## config.mk

```make
export PLATFORM = sky130hd
export DESIGN_NAME = fast_circle_fetch
export DESIGN_NICKNAME = d
export VERILOG_FILES = /design/src/rtl/fast_pkg.sv /design/src/rtl/fast_circle_offset.sv /design/src/rtl/fast_circle_fetch.sv
export SDC_FILE = /design/constraint.sdc
export NUM_CORES = 1
export LEC_CHECK = 0
export CAP_MARGIN = 20
export CORE_MARGIN = 3
export CORE_UTILIZATION = 51
export CTS_CLUSTER_DIAMETER = 60
export CTS_CLUSTER_SIZE = 30
export DETAILED_ROUTE_END_ITERATION = 10
export PLACE_DENSITY = 0.8
export SYNTH_ARGS = -nofsm -noshare
export SYNTH_HDL_FRONTEND = slang
export SYNTH_HIERARCHICAL = 1
export SYNTH_SLANG_ARGS = --single-unit
```

## constraint.sdc

```tcl
create_clock -name clk -period 4.85 [get_ports clk]
set_input_delay 0.97 -clock clk [delete_from_list [all_inputs] [get_ports clk]]
set_output_delay 0.97 -clock clk [all_outputs]
set_load 0.02 [all_outputs]
```

## src/rtl/fast_pkg.sv

```systemverilog
`default_nettype none
// +----------------------------------------------------------------------+
// | Package   : fast_pkg                                                 |
// | Purpose   : Shared FAST types and constants: sequencer state         |
// |             encoding, circle radius/size and the radius-3 Bresenham  |
// |             ring offsets.                                            |
// | Revision  : 1.0 - initial release                                    |
// +----------------------------------------------------------------------+
package fast_pkg;

  typedef enum logic [1:0] {
    FAST_IDLE  = 2'd0,
    FAST_ISSUE = 2'd1,
    FAST_DRAIN = 2'd2,
    FAST_DONE  = 2'd3
  } fast_state_e;

  localparam int FAST_RADIUS = 3;
  localparam int FAST_NRING  = 16;

  // Ring walks clockwise starting straight above the centre.
  localparam logic signed [2:0] FAST_DX [FAST_NRING] = '{
     3'sd0,  3'sd1,  3'sd2,  3'sd3,  3'sd3,  3'sd3,  3'sd2,  3'sd1,
     3'sd0, -3'sd1, -3'sd2, -3'sd3, -3'sd3, -3'sd3, -3'sd2, -3'sd1
  };

  localparam logic signed [2:0] FAST_DY [FAST_NRING] = '{
    -3'sd3, -3'sd3, -3'sd2, -3'sd1,  3'sd0,  3'sd1,  3'sd2,  3'sd3,
     3'sd3,  3'sd3,  3'sd2,  3'sd1,  3'sd0, -3'sd1, -3'sd2, -3'sd3
  };

endpackage : fast_pkg
`default_nettype wire

```

## src/rtl/fast_circle_offset.sv

```systemverilog
`default_nettype none
// +----------------------------------------------------------------------+
// | Module    : fast_circle_offset                                       |
// | Purpose   : Combinational lookup of the signed (dx,dy) offset of     |
// |             ring pixel 0..15 relative to the circle centre.          |
// | Revision  : 1.0 - initial release                                    |
// +----------------------------------------------------------------------+
module fast_circle_offset
  import fast_pkg::*;
(
  input  logic        [3:0] i_idx,
  output logic signed [2:0] o_dx,
  output logic signed [2:0] o_dy
);

  assign o_dx = FAST_DX[i_idx];
  assign o_dy = FAST_DY[i_idx];

endmodule : fast_circle_offset
`default_nettype wire

```

## src/rtl/fast_circle_fetch.sv

```systemverilog
`default_nettype none
// +----------------------------------------------------------------------+
// | Module    : fast_circle_fetch                                        |
// | Purpose   : Reads the centre pixel and the 16 radius-3 ring pixels   |
// |             of a candidate corner from the image SRAM and presents   |
// |             them as one packed result. Edge centres are rejected     |
// |             without touching the SRAM.                               |
// | Revision  : 1.0 - initial release                                    |
// +----------------------------------------------------------------------+
module fast_circle_fetch
  import fast_pkg::*;
#(
  parameter  int PIXEL_DEPTH = 8,
  parameter  int X_MAX       = 200,
  parameter  int Y_MAX       = 200,
  localparam int XW          = $clog2(X_MAX),
  localparam int YW          = $clog2(Y_MAX)
) (
  input  logic                              clk,
  input  logic                              n_rst,
  input  logic                              req_valid,
  output logic                              req_ready,
  input  logic [XW-1:0]                     req_x,
  input  logic [YW-1:0]                     req_y,
  output logic [XW-1:0]                     sram_x,
  output logic [YW-1:0]                     sram_y,
  output logic                              sram_ren,
  input  logic [PIXEL_DEPTH-1:0]            sram_rdat,
  output logic                              out_valid,
  input  logic                              out_ready,
  output logic                              out_border,
  output logic [XW-1:0]                     out_x,
  output logic [YW-1:0]                     out_y,
  output logic [PIXEL_DEPTH-1:0]            out_center,
  output logic [FAST_NRING*PIXEL_DEPTH-1:0] out_ring
);

  localparam logic [1:0] S_IDLE  = FAST_IDLE;
  localparam logic [1:0] S_ISSUE = FAST_ISSUE;
  localparam logic [1:0] S_DRAIN = FAST_DRAIN;
  localparam logic [1:0] S_DONE  = FAST_DONE;

  // Item 0 is the centre, items 1..16 are the ring pixels.
  localparam logic [4:0] c_last_item = 5'(FAST_NRING);

  localparam logic [XW-1:0] c_x_lo = XW'(FAST_RADIUS);
  localparam logic [XW-1:0] c_x_hi = XW'(X_MAX - 1 - FAST_RADIUS);
  localparam logic [YW-1:0] c_y_lo = YW'(FAST_RADIUS);
  localparam logic [YW-1:0] c_y_hi = YW'(Y_MAX - 1 - FAST_RADIUS);

  logic [1:0]                       r_state;
  logic [4:0]                       r_k;
  logic [4:0]                       r_k_iss;
  logic [4:0]                       r_k_cap;
  logic                             r_sram_ren;
  logic                             r_ren_cap;
  logic [XW-1:0]                    r_cx;
  logic [YW-1:0]                    r_cy;
  logic [XW-1:0]                    r_sram_x;
  logic [YW-1:0]                    r_sram_y;
  logic                             r_border;
  logic [PIXEL_DEPTH-1:0]           r_center;
  logic [FAST_NRING*PIXEL_DEPTH-1:0] r_ring;

  logic                             w_centre_ok;
  logic                             w_accept;
  logic [3:0]                       w_ring_idx;
  logic [3:0]                       w_cap_idx;
  logic signed [2:0]                w_off_dx;
  logic signed [2:0]                w_off_dy;
  logic signed [2:0]                w_dx;
  logic signed [2:0]                w_dy;
  logic signed [XW:0]               w_addr_x;
  logic signed [YW:0]               w_addr_y;
  logic                             w_addr_ok;

  // Centre must leave room for the full radius on every side.
  assign w_centre_ok = (req_x >= c_x_lo) && (req_x <= c_x_hi) &&
                       (req_y >= c_y_lo) && (req_y <= c_y_hi);
  assign w_accept    = (r_state == S_IDLE) && req_valid;

  assign w_ring_idx  = 4'(r_k - 5'd1);
  assign w_cap_idx   = 4'(r_k_cap - 5'd1);

  fast_circle_offset u_offset (
    .i_idx (w_ring_idx),
    .o_dx  (w_off_dx),
    .o_dy  (w_off_dy)
  );

  assign w_dx = (r_k == 5'd0) ? 3'sd0 : w_off_dx;
  assign w_dy = (r_k == 5'd0) ? 3'sd0 : w_off_dy;

  // One spare sign bit so a bad offset could never alias onto a real pixel.
  assign w_addr_x  = $signed({1'b0, r_cx}) + $signed({{(XW-2){w_dx[2]}}, w_dx});
  assign w_addr_y  = $signed({1'b0, r_cy}) + $signed({{(YW-2){w_dy[2]}}, w_dy});
  assign w_addr_ok = !w_addr_x[XW] && !w_addr_y[YW];

  // Sequencer: accept, issue 17 back-to-back reads, wait for the last beat, hold result.
  always_ff @(posedge clk or negedge n_rst) begin
    if (!n_rst) begin
      r_state    <= S_IDLE;
      r_k        <= '0;
      r_k_iss    <= '0;
      r_k_cap    <= '0;
      r_sram_ren <= 1'b0;
      r_ren_cap  <= 1'b0;
      r_cx       <= '0;
      r_cy       <= '0;
      r_sram_x   <= '0;
      r_sram_y   <= '0;
      r_border   <= 1'b0;
    end else begin
      r_ren_cap  <= r_sram_ren;
      r_k_cap    <= r_k_iss;
      r_sram_ren <= 1'b0;
      case (r_state)
        S_IDLE: begin
          if (req_valid) begin
            r_cx     <= req_x;
            r_cy     <= req_y;
            r_border <= !w_centre_ok;
            r_k      <= '0;
            r_state  <= S_ISSUE;
          end
        end
        S_ISSUE: begin
          if (r_border) begin
            r_state <= S_DONE;
          end else begin
            r_sram_ren <= w_addr_ok;
            r_sram_x   <= w_addr_x[XW-1:0];
            r_sram_y   <= w_addr_y[YW-1:0];
            r_k_iss    <= r_k;
            if (r_k == c_last_item) begin
              r_k     <= '0;
              r_state <= S_DRAIN;
            end else begin
              r_k <= r_k + 5'd1;
            end
          end
        end
        S_DRAIN: begin
          if (r_ren_cap && (r_k_cap == c_last_item)) begin
            r_state <= S_DONE;
          end
        end
        S_DONE: begin
          if (out_ready) begin
            r_state <= S_IDLE;
          end
        end
        default: r_state <= S_IDLE;
      endcase
    end
  end

  // Result capture: cleared on accept, then filled as each read beat returns.
  always_ff @(posedge clk or negedge n_rst) begin
    if (!n_rst) begin
      r_center <= '0;
      r_ring   <= '0;
    end else if (w_accept) begin
      r_center <= '0;
      r_ring   <= '0;
    end else if (r_ren_cap) begin
      if (r_k_cap == 5'd0) begin
        r_center <= sram_rdat;
      end else begin
        r_ring[w_cap_idx*PIXEL_DEPTH +: PIXEL_DEPTH] <= sram_rdat;
      end
    end
  end

  // req_ready is gated by reset so nothing is offered while the block is held.
  assign req_ready  = (r_state == S_IDLE) && n_rst;
  assign out_valid  = (r_state == S_DONE);
  assign out_border = r_border;
  assign out_x      = r_cx;
  assign out_y      = r_cy;
  assign out_center = r_center;
  assign out_ring   = r_ring;
  assign sram_ren   = r_sram_ren;
  assign sram_x     = r_sram_x;
  assign sram_y     = r_sram_y;

endmodule : fast_circle_fetch
`default_nettype wire

```

==> results.sh <==
export IMPL_synth_nets=925
export IMPL_tns_ps=0
export IMPL_layout_commonest_cell="clkdlybuf4s50_1"
export IMPL_wl_um=25400
export IMPL_layout_common_cells="clkdlybuf4s50_1 (198), dfrtp_1 (188), nand2_1 (139), nor2_1 (55), a32o_1 (52)"
export IMPL_port_buffers=199
export IMPL_initial_core_util_pct=52.4
export IMPL_drt_iter0_markers=472
export IMPL_numCtsBuffers=17
export IMPL_die_area_um2=19500
export IMPL_drcViolationCount=0
export IMPL_ys_ff_latch=188
export IMPL_drive_gt1_share_pct=7.70
export IMPL_vias=7563
export IMPL_antenna_found_initial=0
export IMPL_area_growth_syn_to_layout_pct=29.7
export IMPL_synth_top_family_by_area="compound AO/OA/AOI/OAI gates"
export IMPL_ant_nets=0
export IMPL_num_rows=48
export IMPL_crit_arrival_ps=4510
export IMPL_fp_dieH_um=140
export IMPL_hold_buffers=0
export IMPL_cp_startpoint="r_k[0]$_DFFE_PN0P_"
export IMPL_synthAdderAreaFrac_pct=4.98
export IMPL_synthMuxAreaShare_pct=4.31
export IMPL_power_per_cell_area_nw_per_um2=566
export IMPL_synth_compound_area_share_pct=16.8
export IMPL_dpl_cell_area_um2=11200
export IMPL_fmax_mhz=239
export IMPL_post_route_min_period_ps=4180
export IMPL_end_kind="register"
export IMPL_cts_root_buf="clkbuf_16"
export IMPL_grt_usage_pct=26.2
export IMPL_io_pins=200
export IMPL_max_slew_margin_pct=27.9
export IMPL_routedWlPerCell_um=19.9
export IMPL_grt_overflow=0
export IMPL_drv_slew=0
export IMPL_grt_pass1_wl_um=40800
export IMPL_path_clk_slew_ps=70
export IMPL_post_cts_buffers=0
export IMPL_seq_area_frac_synth_pct=51.7
export IMPL_n_fill_cell=1319
export IMPL_layout_cells_non_filler=1277
export IMPL_cts_tree="built"
export IMPL_ys_flop_type="dfrtp_1"
export IMPL_netlist_area_um2=9090
export IMPL_synth_cells=862
export IMPL_clock_latency_ps=430
export IMPL_clock_skew_ps=9.28
export IMPL_yosys_area_share_simple_pct=16.4
export IMPL_hpwl_um=17800
export IMPL_synth_edf_count=0
export IMPL_ctsResizeCount=0
export IMPL_dp_cells=1244
export IMPL_r2r_start="r_k[0]$_DFFE_PN0P_"
export IMPL_worstPathRequired_ps=5180
export IMPL_max_slew_worst_pin_slew_ps=1070
export IMPL_worst_setup_path_start_kind="register"
export IMPL_cellLeakagePower_nw=5.36
export IMPL_antenna_cells=0
export IMPL_async_flop_share_pct=100
export IMPL_rrSetupSlack_ps=670
export IMPL_synth_xor_area_share_pct=2.45
export IMPL_cts_sinks=188
export IMPL_setup_viol=0
export IMPL_ys_warn_count=6
export IMPL_hp_start="r_k_iss[1]$_DFFE_PN0P_"
export IMPL_ir_worst_vdd_mv=0.440
export IMPL_crit_fanout=10
export IMPL_hold_viol=0
export IMPL_syn_area_per_cell_um2=10.5
export IMPL_min_delay_path_class="reg2reg"
export IMPL_die_w_um=140
export IMPL_min_period_over_period_pct=86.2
export IMPL_grt_pass1_vias=7404
export IMPL_drv_cap=0
export IMPL_fin_nets=1102
export IMPL_drt_pre_antenna_iters=5
export IMPL_hold_ws_ps=375
export IMPL_synth_cell_types=71
export IMPL_finish_instance_area_um2=11800
export IMPL_avgViaCountPerCell=5.92
export IMPL_crit_type="reg2reg"
export IMPL_total_power_mw=6.67
export IMPL_cts_buffer_depth=2
export IMPL_htree_levels=4
export IMPL_status="finished clean"
export IMPL_core_area_um2=17400
export IMPL_grt_max_degree=72
export IMPL_rsz0062_at_grt="no"
export IMPL_place_gp_congestion=0.885
## cells by family after synthesis
kind of cell | after synthesis
simple gates | 310
compound gates | 200
flops | 188
buf+inv | 69
mux | 38
fa+ha+maj | 35
xor+xnor | 22
## cell type report
cell class | instances | area [um^2] | share of cell area [%]
clock buffers | 20 | 447 | 3.79
clock inverters | 12 | 133 | 1.12
inverters | 19 | 71.3 | 0.605
multi-input cells | 605 | 4090 | 34.7
flip-flops and latches | 188 | 4700 | 39.9
well taps | 225 | 282 | 2.39
repair buffers | 208 | 2060 | 17.5
## worst max-delay path, cell delays in order (launching register included)
cell and delay (ps):
dfrtp_1 410, inv_1 220, ha_1 200, xor2_1 560
inv_1 150, a21boi_0 180, nor2b_1 530, ha_1 410
and3_1 200, a2111oi_0 690, a21oi_1 170, xor2_1 180
nor4_1 170
## stage by stage
stage | util, % | setup WS [ps]
2_1_floorplan | - | 1430
3_3_place_gp | 64.6 | 902
3_5_place_dp | 64.6 | 711
4_1_cts | 67.9 | 699
5_1_grt | 67.9 | 217
6_report | 67.9 | 672
## flip-flops by register name, summed over array words and instances (netlist names)
signal / count
out_border: 1
out_center: 8
out_ring: 128
out_x: 8
out_y: 8
r_k: 5
r_k_cap: 5
r_k_iss: 5
r_ren_cap: 1
r_state: 2
sram_ren: 1
sram_x: 8
sram_y: 8
## per-layer routing
layer / up-vias / GRT usage [%] / share of wire [%]
met5: - / 0 / 0
met4: 0 / 7.42 / 2.4
met3: 46 / 6.05 / 8.0
met2: 329 / 41.4 / 46
met1: 3712 / 36.7 / 43
li1: 3476 / - / -
## Yosys cell counts (6+ instances only)
library cell  instances  area (um^2)
a21oi_1              37          185
a22o_1               15          131
a31o_2                9         78.8
a31oi_1               8         50.1
a32o_1               52          521
and2_1               18          113
and3_1                8         50.1
buf_2                 7         35.0
clkbuf_1             33          124
dfrtp_1             188         4700
ha_1                 33          413
inv_1                19         71.3
mux2_2                9          101
mux2i_1              29          290
nand2_1             140          526
nand3_1              23          115
nand4_1               6         37.5
nor2_1               55          206
nor2b_1               9         56.3
nor3_1               12         60.1
o21ai_0              35          175
o2bb2ai_1            11         96.3
xnor2_1               6         52.6
xor2_1               14          123
## power by group
part	total [mW]	internal (mW)	switching, mW
Clock	1.37	0.738	0.631
Sequential	1.99	1.79	0.198
Combinational	3.31	1.27	2.04
Total	6.67	3.80	2.87
## final timing paths
path,to,depth (start not counted)
worst min-delay path,r_k_cap[1]$_DFF_PN0_,0
worst max register to register,sram_ren$_DFF_PN0_,12
min in group asynchronous,out_ring[72]$_DFFE_PN0P_,1
max in group asynchronous,r_k_iss[3]$_DFFE_PN0P_,2
worst max-delay path,sram_ren$_DFF_PN0_,12
worst min register to register,r_k_cap[1]$_DFF_PN0_,0
(Power assumes the default switching activity.)
